### src/rtl/my_div_pkg.sv
// Shared types and constants for the iterative restoring divider.
package my_div_pkg;

   localparam int unsigned DEFAULT_BITWIDTH = 32;
   localparam int unsigned DEFAULT_CNT_W    = $clog2(DEFAULT_BITWIDTH);

   typedef enum logic [1:0] {
      StIdle,
      StCalc,
      StFix,
      StDone
   } state_e;

endpackage

### src/rtl/my_div_step.sv
// One combinational restoring-division step: shift in a bit, trial-subtract the divisor.
module my_div_step
   import my_div_pkg::*;
#(
   parameter int unsigned BITWIDTH = DEFAULT_BITWIDTH
) (
   // The partial remainder's MSB is always zero before a step, so only the low bits are taken
   input  logic [BITWIDTH-2:0] r,
   input  logic                bit_in,
   input  logic [BITWIDTH-1:0] d,
   output logic [BITWIDTH-1:0] r_next,
   output logic                q_bit
);

   logic [BITWIDTH-1:0] shifted;
   logic [BITWIDTH:0]   trial;

   assign shifted = {r, bit_in};
   assign trial   = {1'b0, shifted} - {1'b0, d};
   assign q_bit   = ~trial[BITWIDTH];
   assign r_next  = q_bit ? trial[BITWIDTH-1:0] : shifted;

endmodule

### src/rtl/my_div.sv
// Iterative restoring divider, one quotient bit per clock with start/done handshake.
// Define MY_DIV_SIGNED_EN for two's-complement operation (adds the FIX state).
module my_div
   import my_div_pkg::*;
#(
   parameter int unsigned BITWIDTH = DEFAULT_BITWIDTH
) (
   input  logic                clk,
   input  logic                rstn,
   input  logic                start,
   input  logic [BITWIDTH-1:0] ain,
   input  logic [BITWIDTH-1:0] bin,
   output logic [BITWIDTH-1:0] dout,
   output logic [BITWIDTH-1:0] rem,
   output logic                overflow,
   output logic                busy,
   output logic                done
);

   localparam int unsigned CW = $clog2(BITWIDTH);

   state_e              state_q, state_d;
   logic [CW-1:0]       cnt_q, cnt_d;
   logic [BITWIDTH-1:0] q_q, q_d, r_q, r_d, d_q, d_d;
   logic [BITWIDTH-1:0] dout_q, dout_d, rem_q, rem_d;
   logic                ovf_q, ovf_d, overflow_q, overflow_d;
   logic                busy_q, busy_d, done_q, done_d;

   logic [BITWIDTH-1:0] a_op, b_op, r_step;
   logic                q_bit, min_ovf;

`ifdef MY_DIV_SIGNED_EN
   logic qneg_q, qneg_d, rneg_q, rneg_d;

   assign a_op    = ain[BITWIDTH-1] ? -ain : ain;
   assign b_op    = bin[BITWIDTH-1] ? -bin : bin;
   assign min_ovf = (ain == {1'b1, {(BITWIDTH-1){1'b0}}}) && (bin == '1);
`else
   assign a_op    = ain;
   assign b_op    = bin;
   assign min_ovf = 1'b0;
`endif

   my_div_step #(
      .BITWIDTH (BITWIDTH)
   ) u_step (
      .r      (r_q[BITWIDTH-2:0]),
      .bit_in (q_q[BITWIDTH-1]),
      .d      (d_q),
      .r_next (r_step),
      .q_bit  (q_bit)
   );

   always_comb begin
      state_d    = state_q;
      cnt_d      = cnt_q;
      q_d        = q_q;
      r_d        = r_q;
      d_d        = d_q;
      ovf_d      = ovf_q;
      dout_d     = dout_q;
      rem_d      = rem_q;
      overflow_d = overflow_q;
      busy_d     = busy_q;
      done_d     = 1'b0;
`ifdef MY_DIV_SIGNED_EN
      qneg_d     = qneg_q;
      rneg_d     = rneg_q;
`endif
      // busy drops together with done; a start accepted on that edge re-raises it below
      if (done_q) begin
         busy_d = 1'b0;
      end

      unique case (state_q)
         StIdle: begin
            if (start) begin
               busy_d = 1'b1;
               if (bin == '0) begin
                  q_d     = '1;
                  r_d     = ain;
                  ovf_d   = 1'b1;
                  state_d = StDone;
               end else begin
                  q_d     = a_op;
                  d_d     = b_op;
                  r_d     = '0;
                  cnt_d   = CW'(BITWIDTH - 1);
                  ovf_d   = min_ovf;
                  state_d = StCalc;
`ifdef MY_DIV_SIGNED_EN
                  qneg_d  = ain[BITWIDTH-1] ^ bin[BITWIDTH-1];
                  rneg_d  = ain[BITWIDTH-1];
`endif
               end
            end
         end
         StCalc: begin
            q_d   = {q_q[BITWIDTH-2:0], q_bit};
            r_d   = r_step;
            cnt_d = cnt_q - CW'(1);
            if (cnt_q == '0) begin
`ifdef MY_DIV_SIGNED_EN
               state_d = StFix;
`else
               state_d = StDone;
`endif
            end
         end
`ifdef MY_DIV_SIGNED_EN
         StFix: begin
            if (qneg_q) q_d = -q_q;
            if (rneg_q) r_d = -r_q;
            state_d = StDone;
         end
`endif
         StDone: begin
            dout_d     = q_q;
            rem_d      = r_q;
            overflow_d = ovf_q;
            done_d     = 1'b1;
            state_d    = StIdle;
         end
         default: state_d = StIdle;
      endcase
   end

   always_ff @(posedge clk or negedge rstn) begin
      if (!rstn) begin
         state_q    <= StIdle;
         cnt_q      <= '0;
         q_q        <= '0;
         r_q        <= '0;
         d_q        <= '0;
         ovf_q      <= 1'b0;
         dout_q     <= '0;
         rem_q      <= '0;
         overflow_q <= 1'b0;
         busy_q     <= 1'b0;
         done_q     <= 1'b0;
`ifdef MY_DIV_SIGNED_EN
         qneg_q     <= 1'b0;
         rneg_q     <= 1'b0;
`endif
      end else begin
         state_q    <= state_d;
         cnt_q      <= cnt_d;
         q_q        <= q_d;
         r_q        <= r_d;
         d_q        <= d_d;
         ovf_q      <= ovf_d;
         dout_q     <= dout_d;
         rem_q      <= rem_d;
         overflow_q <= overflow_d;
         busy_q     <= busy_d;
         done_q     <= done_d;
`ifdef MY_DIV_SIGNED_EN
         qneg_q     <= qneg_d;
         rneg_q     <= rneg_d;
`endif
      end
   end

   assign dout     = dout_q;
   assign rem      = rem_q;
   assign overflow = overflow_q;
   assign busy     = busy_q;
   assign done     = done_q;

endmodule

### config.mk
export PLATFORM = sky130hd
export DESIGN_NAME = my_div
export DESIGN_NICKNAME = d
export VERILOG_FILES = /design/src/rtl/my_div_pkg.sv /design/src/rtl/my_div_step.sv /design/src/rtl/my_div.sv
export SDC_FILE = /design/constraint.sdc
export NUM_CORES = 1
export LEC_CHECK = 0
export ABC_AREA = 1
export CELL_PAD_IN_SITES_DETAIL_PLACEMENT = 0
export CELL_PAD_IN_SITES_GLOBAL_PLACEMENT = 1
export CORE_UTILIZATION = 25
export CTS_CLUSTER_DIAMETER = 40
export DETAILED_ROUTE_END_ITERATION = 6
export PLACE_DENSITY_LB_ADDON = 0.1
export SLEW_MARGIN = 20
export SYNTH_ARGS = -nofsm -noshare
export SYNTH_HDL_FRONTEND = slang
export SYNTH_SLANG_ARGS = --single-unit
### constraint.sdc
create_clock -name clk -period 3.6 [get_ports clk]
set_clock_uncertainty 0.15 [all_clocks]
set_input_delay 0.54 -clock clk [delete_from_list [all_inputs] [get_ports clk]]
set_output_delay 0.54 -clock clk [all_outputs]
set_load 0.02 [all_outputs]
==> flow_metrics.py <==
metrics = {
    "yosys": {
        "syn-cell-area_um2": 9889,
        "synth.top_cells.by_area": "sky130_fd_sc_hd__dfrtp_1, sky130_fd_sc_hd__nand2_1, sky130_fd_sc_hd__o21ai_0, sky130_fd_sc_hd__inv_1, sky130_fd_sc_hd__ha_1",
        "synth_top_family_by_area": "simple AND/OR/NAND/NOR gates",
        "post_synthesis_compound_gate_area_fraction_pct": 13.61,
        "ys.warnings.count": 0,
        "synthSimpleGateAreaFrac_pct": 26.95,
        "yosys.area.top_type_share_pct": 43.27,
        "most_used_standard_cell_by_instance_count_after_synthesis": "sky130_fd_sc_hd__nand2_1",
        "synth-xor-area-share_pct": 1.417,
        "synth.area.mux_share_pct": 0,
        "synth.distinct_cells": 46,
        "post_synth_inst_count": 1363,
        "async_flop_share_pct": 100.0,
        "postSynth.topFlopCell": "sky130_fd_sc_hd__dfrtp_1",
        "syn-mean-instance-area_um2": 7.256,
        "syn-num-nets": 1465,
        "synth_common_cells": "sky130_fd_sc_hd__nand2_1, sky130_fd_sc_hd__inv_1, sky130_fd_sc_hd__dfrtp_1",
        "cell_type_with_the_highest_aggregate_area_in_the_netlist": "sky130_fd_sc_hd__dfrtp_1",
        "synth_seq_cells": 171,
        "synth_edf_count": 0,
        "arithmetic_cell_share_of_the_synthesized_area_counting_full_adders_half_adders_and_majority_gates_pct": 4.504,
        "post_synthesis_sequential_area_ratio_pct": 43.27,
    },
    "setup_path": {
        "cp_cell_sequence": "clkdlybuf4s50_1 > nor4_1 > nand3b_1 > nor2_4 > buf_12 > nand2_1 > o21ai_0 > nand3_1 > o21ai_0",
        "cp_slowest_stage_delay_ps": 770,
        "timing.critical_path.max_delay_family": "simple AND/OR/NAND/NOR gates",
        "setup.worst_path.class": "input port to register",
        "cp.buffers_inverters": 2,
        "worst-endpoint-required_ps": 3820,
        "endpoint_kind": "register",
        "critical_path_peak_fanout": 31,
        "most_used_cell_along_the_critical_path": "sky130_fd_sc_hd__o21ai_0",
        "r2r_setup_slack_ps": 650,
        "startpoint_type": "input port",
        "cpMaxStageDelayCell": "sky130_fd_sc_hd__nor4_1",
        "timing.critical_path.arrival_ps": 3260,
    },
    "die": {
        "core_region_area_um2": 38830,
        "die-area_um2": 40360,
        "ios": 134,
        "die_span_in_x_um": 200.9,
        "placement_rows": 72,
        "initial_core_util_pct": 25.47,
        "die_height_um": 200.9,
    },
    "cts": {
        "cts-resized-gates": 0,
        "clock_tree_from_tritoncts": "yes",
        "tritoncts_num_sinks": 171,
        "cts_made_buffers": 17,
        "cts-htree-levels": 4,
        "cts.root.buffer_cell": "sky130_fd_sc_hd__clkbuf_16",
        "clk_transition_reported_paths_ps": 70,
        "post_cts_setup_buffer_count": 0,
        "clk-insertion-delay-late_ps": 450,
        "cts_buffer_depth": 2,
    },
    "timing": {
        "timing.final.max_slew_violations": 0,
        "setup_viol_count_final": 0,
        "worst_slew_pin_slew_ps": 862.8,
        "fmax_mhz": 328.8,
        "fin_worst_hold_slack_ps": 320.6,
        "finalHoldViolations": 0,
        "finalCriticalPeriod_ps": 3042,
        "timing.max_slew.rel_slack_pct": 41.95,
        "tns_ps": 0,
        "setup_repair_after_global_routing_missed_its_margin": "no",
        "final.period_utilization_pct": 84.50,
    },
    "layout": {
        "postLayoutCellArea_um2": 12430,
        "syn2layout_area_growth_pct": 25.73,
        "post-route-util_pct": 32.03,
        "final_layout_size_suffix_gt1_share_pct": 5.764,
        "finish.net_count": 1583,
        "antenna_cells": 0,
        "layoutNonFillerInstCount": 2010,
    },
    "routing": {
        "drt-vias-per-instance": 4.422,
        "drt-pass1-iter-count": 5,
        "wl_per_cell_um": 17.22,
        "dr.max_layer_used": "met4",
        "detail_route.wirelength_mm": 34.62,
        "route.detailed.drc": 0,
        "antenna_left": 0,
        "wl_met2_mm": 15.07,
        "num_vias": 8889,
        "met3WireLength_um": 960,
        "drtIter0Drc": 575,
        "wl_met1_mm": 18.05,
    },
    "min_path": {
        "hold_path_class": "register to register",
    },
    "global_route": {
        "grt_antenna_before_repair": 0,
        "grt_pass1_wl_mm": 54.29,
        "grt_max_degree": 75,
        "grt_overflow": 0,
        "first_global_vias": 8992,
        "grt_use_total_pct": 17.67,
    },
    "placed_design": {
        "port_buffers": 133,
        "detailed_place_hpwl_mm": 26.54,
        "post-place-cells": 1979,
        "routabilityCongestion": 0.8576,
        "detailed_place.area_um2": 11840,
    },
    "job": {
        "timing.max_cap.violations": 0,
    },
    "status": {
        "run_status": "completed",
    },
    "power": {
        "p_leak_nw": 6.033,
        "irDropWorstVdd_v": 0.0003236,
        "power.density_nw_per_um2": 1131,
    },
}
## where the power goes
part           switching [mW]  internal (mW)  leakage [nW]
Clock                   0.831           1.10         0.289
Sequential              0.562           2.87          2.10
Combinational            5.64           3.06          3.65
## registers in the layout, summed over array words and instances (netlist names)
name,count
q_q,32
busy,1
dout,32
ovf_q,1
state_q,2
d_q,32
cnt_q,5
overflow,1
rem,32
r_q,32
done,1
## placed cells by master (no fill, tap or decap), types with 2 or more instances in the layout
cell type and n:
sky130_fd_sc_hd__dfrtp_1 171, sky130_fd_sc_hd__inv_1 203, sky130_fd_sc_hd__nor2_1 87, sky130_fd_sc_hd__xnor2_1 13, sky130_fd_sc_hd__o211ai_1 2, sky130_fd_sc_hd__and2_1 2, sky130_fd_sc_hd__nand2_1 417, sky130_fd_sc_hd__clkbuf_16 17
sky130_fd_sc_hd__nor2_4 4, sky130_fd_sc_hd__inv_2 3, sky130_fd_sc_hd__a21oi_4 2, sky130_fd_sc_hd__o21ai_1 7, sky130_fd_sc_hd__clkinv_2 4, sky130_fd_sc_hd__buf_12 4, sky130_fd_sc_hd__nand2_2 10, sky130_fd_sc_hd__nand3_2 5
sky130_fd_sc_hd__nor2_2 2, sky130_fd_sc_hd__nor3_1 27, sky130_fd_sc_hd__o21bai_1 5, sky130_fd_sc_hd__inv_6 2, sky130_fd_sc_hd__o22ai_1 23, sky130_fd_sc_hd__ha_1 34, sky130_fd_sc_hd__clkdlybuf4s50_1 132, sky130_fd_sc_hd__bufinv_16 3
sky130_fd_sc_hd__a21oi_1 31, sky130_fd_sc_hd__buf_4 13, sky130_fd_sc_hd__xor2_1 3, sky130_fd_sc_hd__a31oi_1 4, sky130_fd_sc_hd__o21ai_0 160, sky130_fd_sc_hd__nand3_1 63, sky130_fd_sc_hd__nand4_1 3, sky130_fd_sc_hd__nand3b_1 6
sky130_fd_sc_hd__nand2_4 2, sky130_fd_sc_hd__a21oi_2 6, sky130_fd_sc_hd__nor4_1 4
## routing by layer
metal  global-route usage [%]  up-vias
li1                         -     4565
met1                    26.04     4160
met2                    26.75      139
met3                    2.305       25
met4                    5.071        0
met5                        0        -
## timing repair
action | in CTS | in global routing
endpoints found under the setup margin | 0 | 0
hold endpoints to repair | 40 | 0
hold buffers | 1 | 0
## path summary, 6_finish.rpt
kind                            cells after the start  startpoint      end
worst max-delay path                                9     bin[13]   r_q[8]
worst min-delay path                                1        done     busy
worst max register to register                     15     q_q[31]   r_q[9]
worst min register to register                      1        done     busy
max in group asynchronous                           3        rstn  d_q[26]
min in group asynchronous                           2        rstn   d_q[8]
## logic make-up (layout without fill, tap and decap cells)
logic type,after synthesis,count (layout)
AOI/OAI and AO/OA,246,246
xor gates and xnor gates,16,16
adders and majority gates,35,35
buffers and inverters,260,389
DFF,171,171
and+or+nand+nor,635,635
## per-stage QoR
| stage | setup slack [ps] | power (mW) |
|---|---|---|
| global placement | -99.77 | 12.27 |
| floorplan | 1234 | 9.279 |
| global route | 419.4 | 15.47 |
| detailed placement | 10.94 | 12.25 |
| CTS | 485.5 | 14.28 |
| finish | 558.2 | 14.06 |
## cell type report
type,count,area (um2)
Clock buffer,19,442.9
Clock inverter,11,143.9
Fill cell,4195,26390
Inverter,208,783.3
Multi-Input combinational cell,932,4617
Sequential cell,171,4279
Tap cell,518,648.1
Timing Repair Buffer,151,1520
Power figures use the tool's default switching activity.
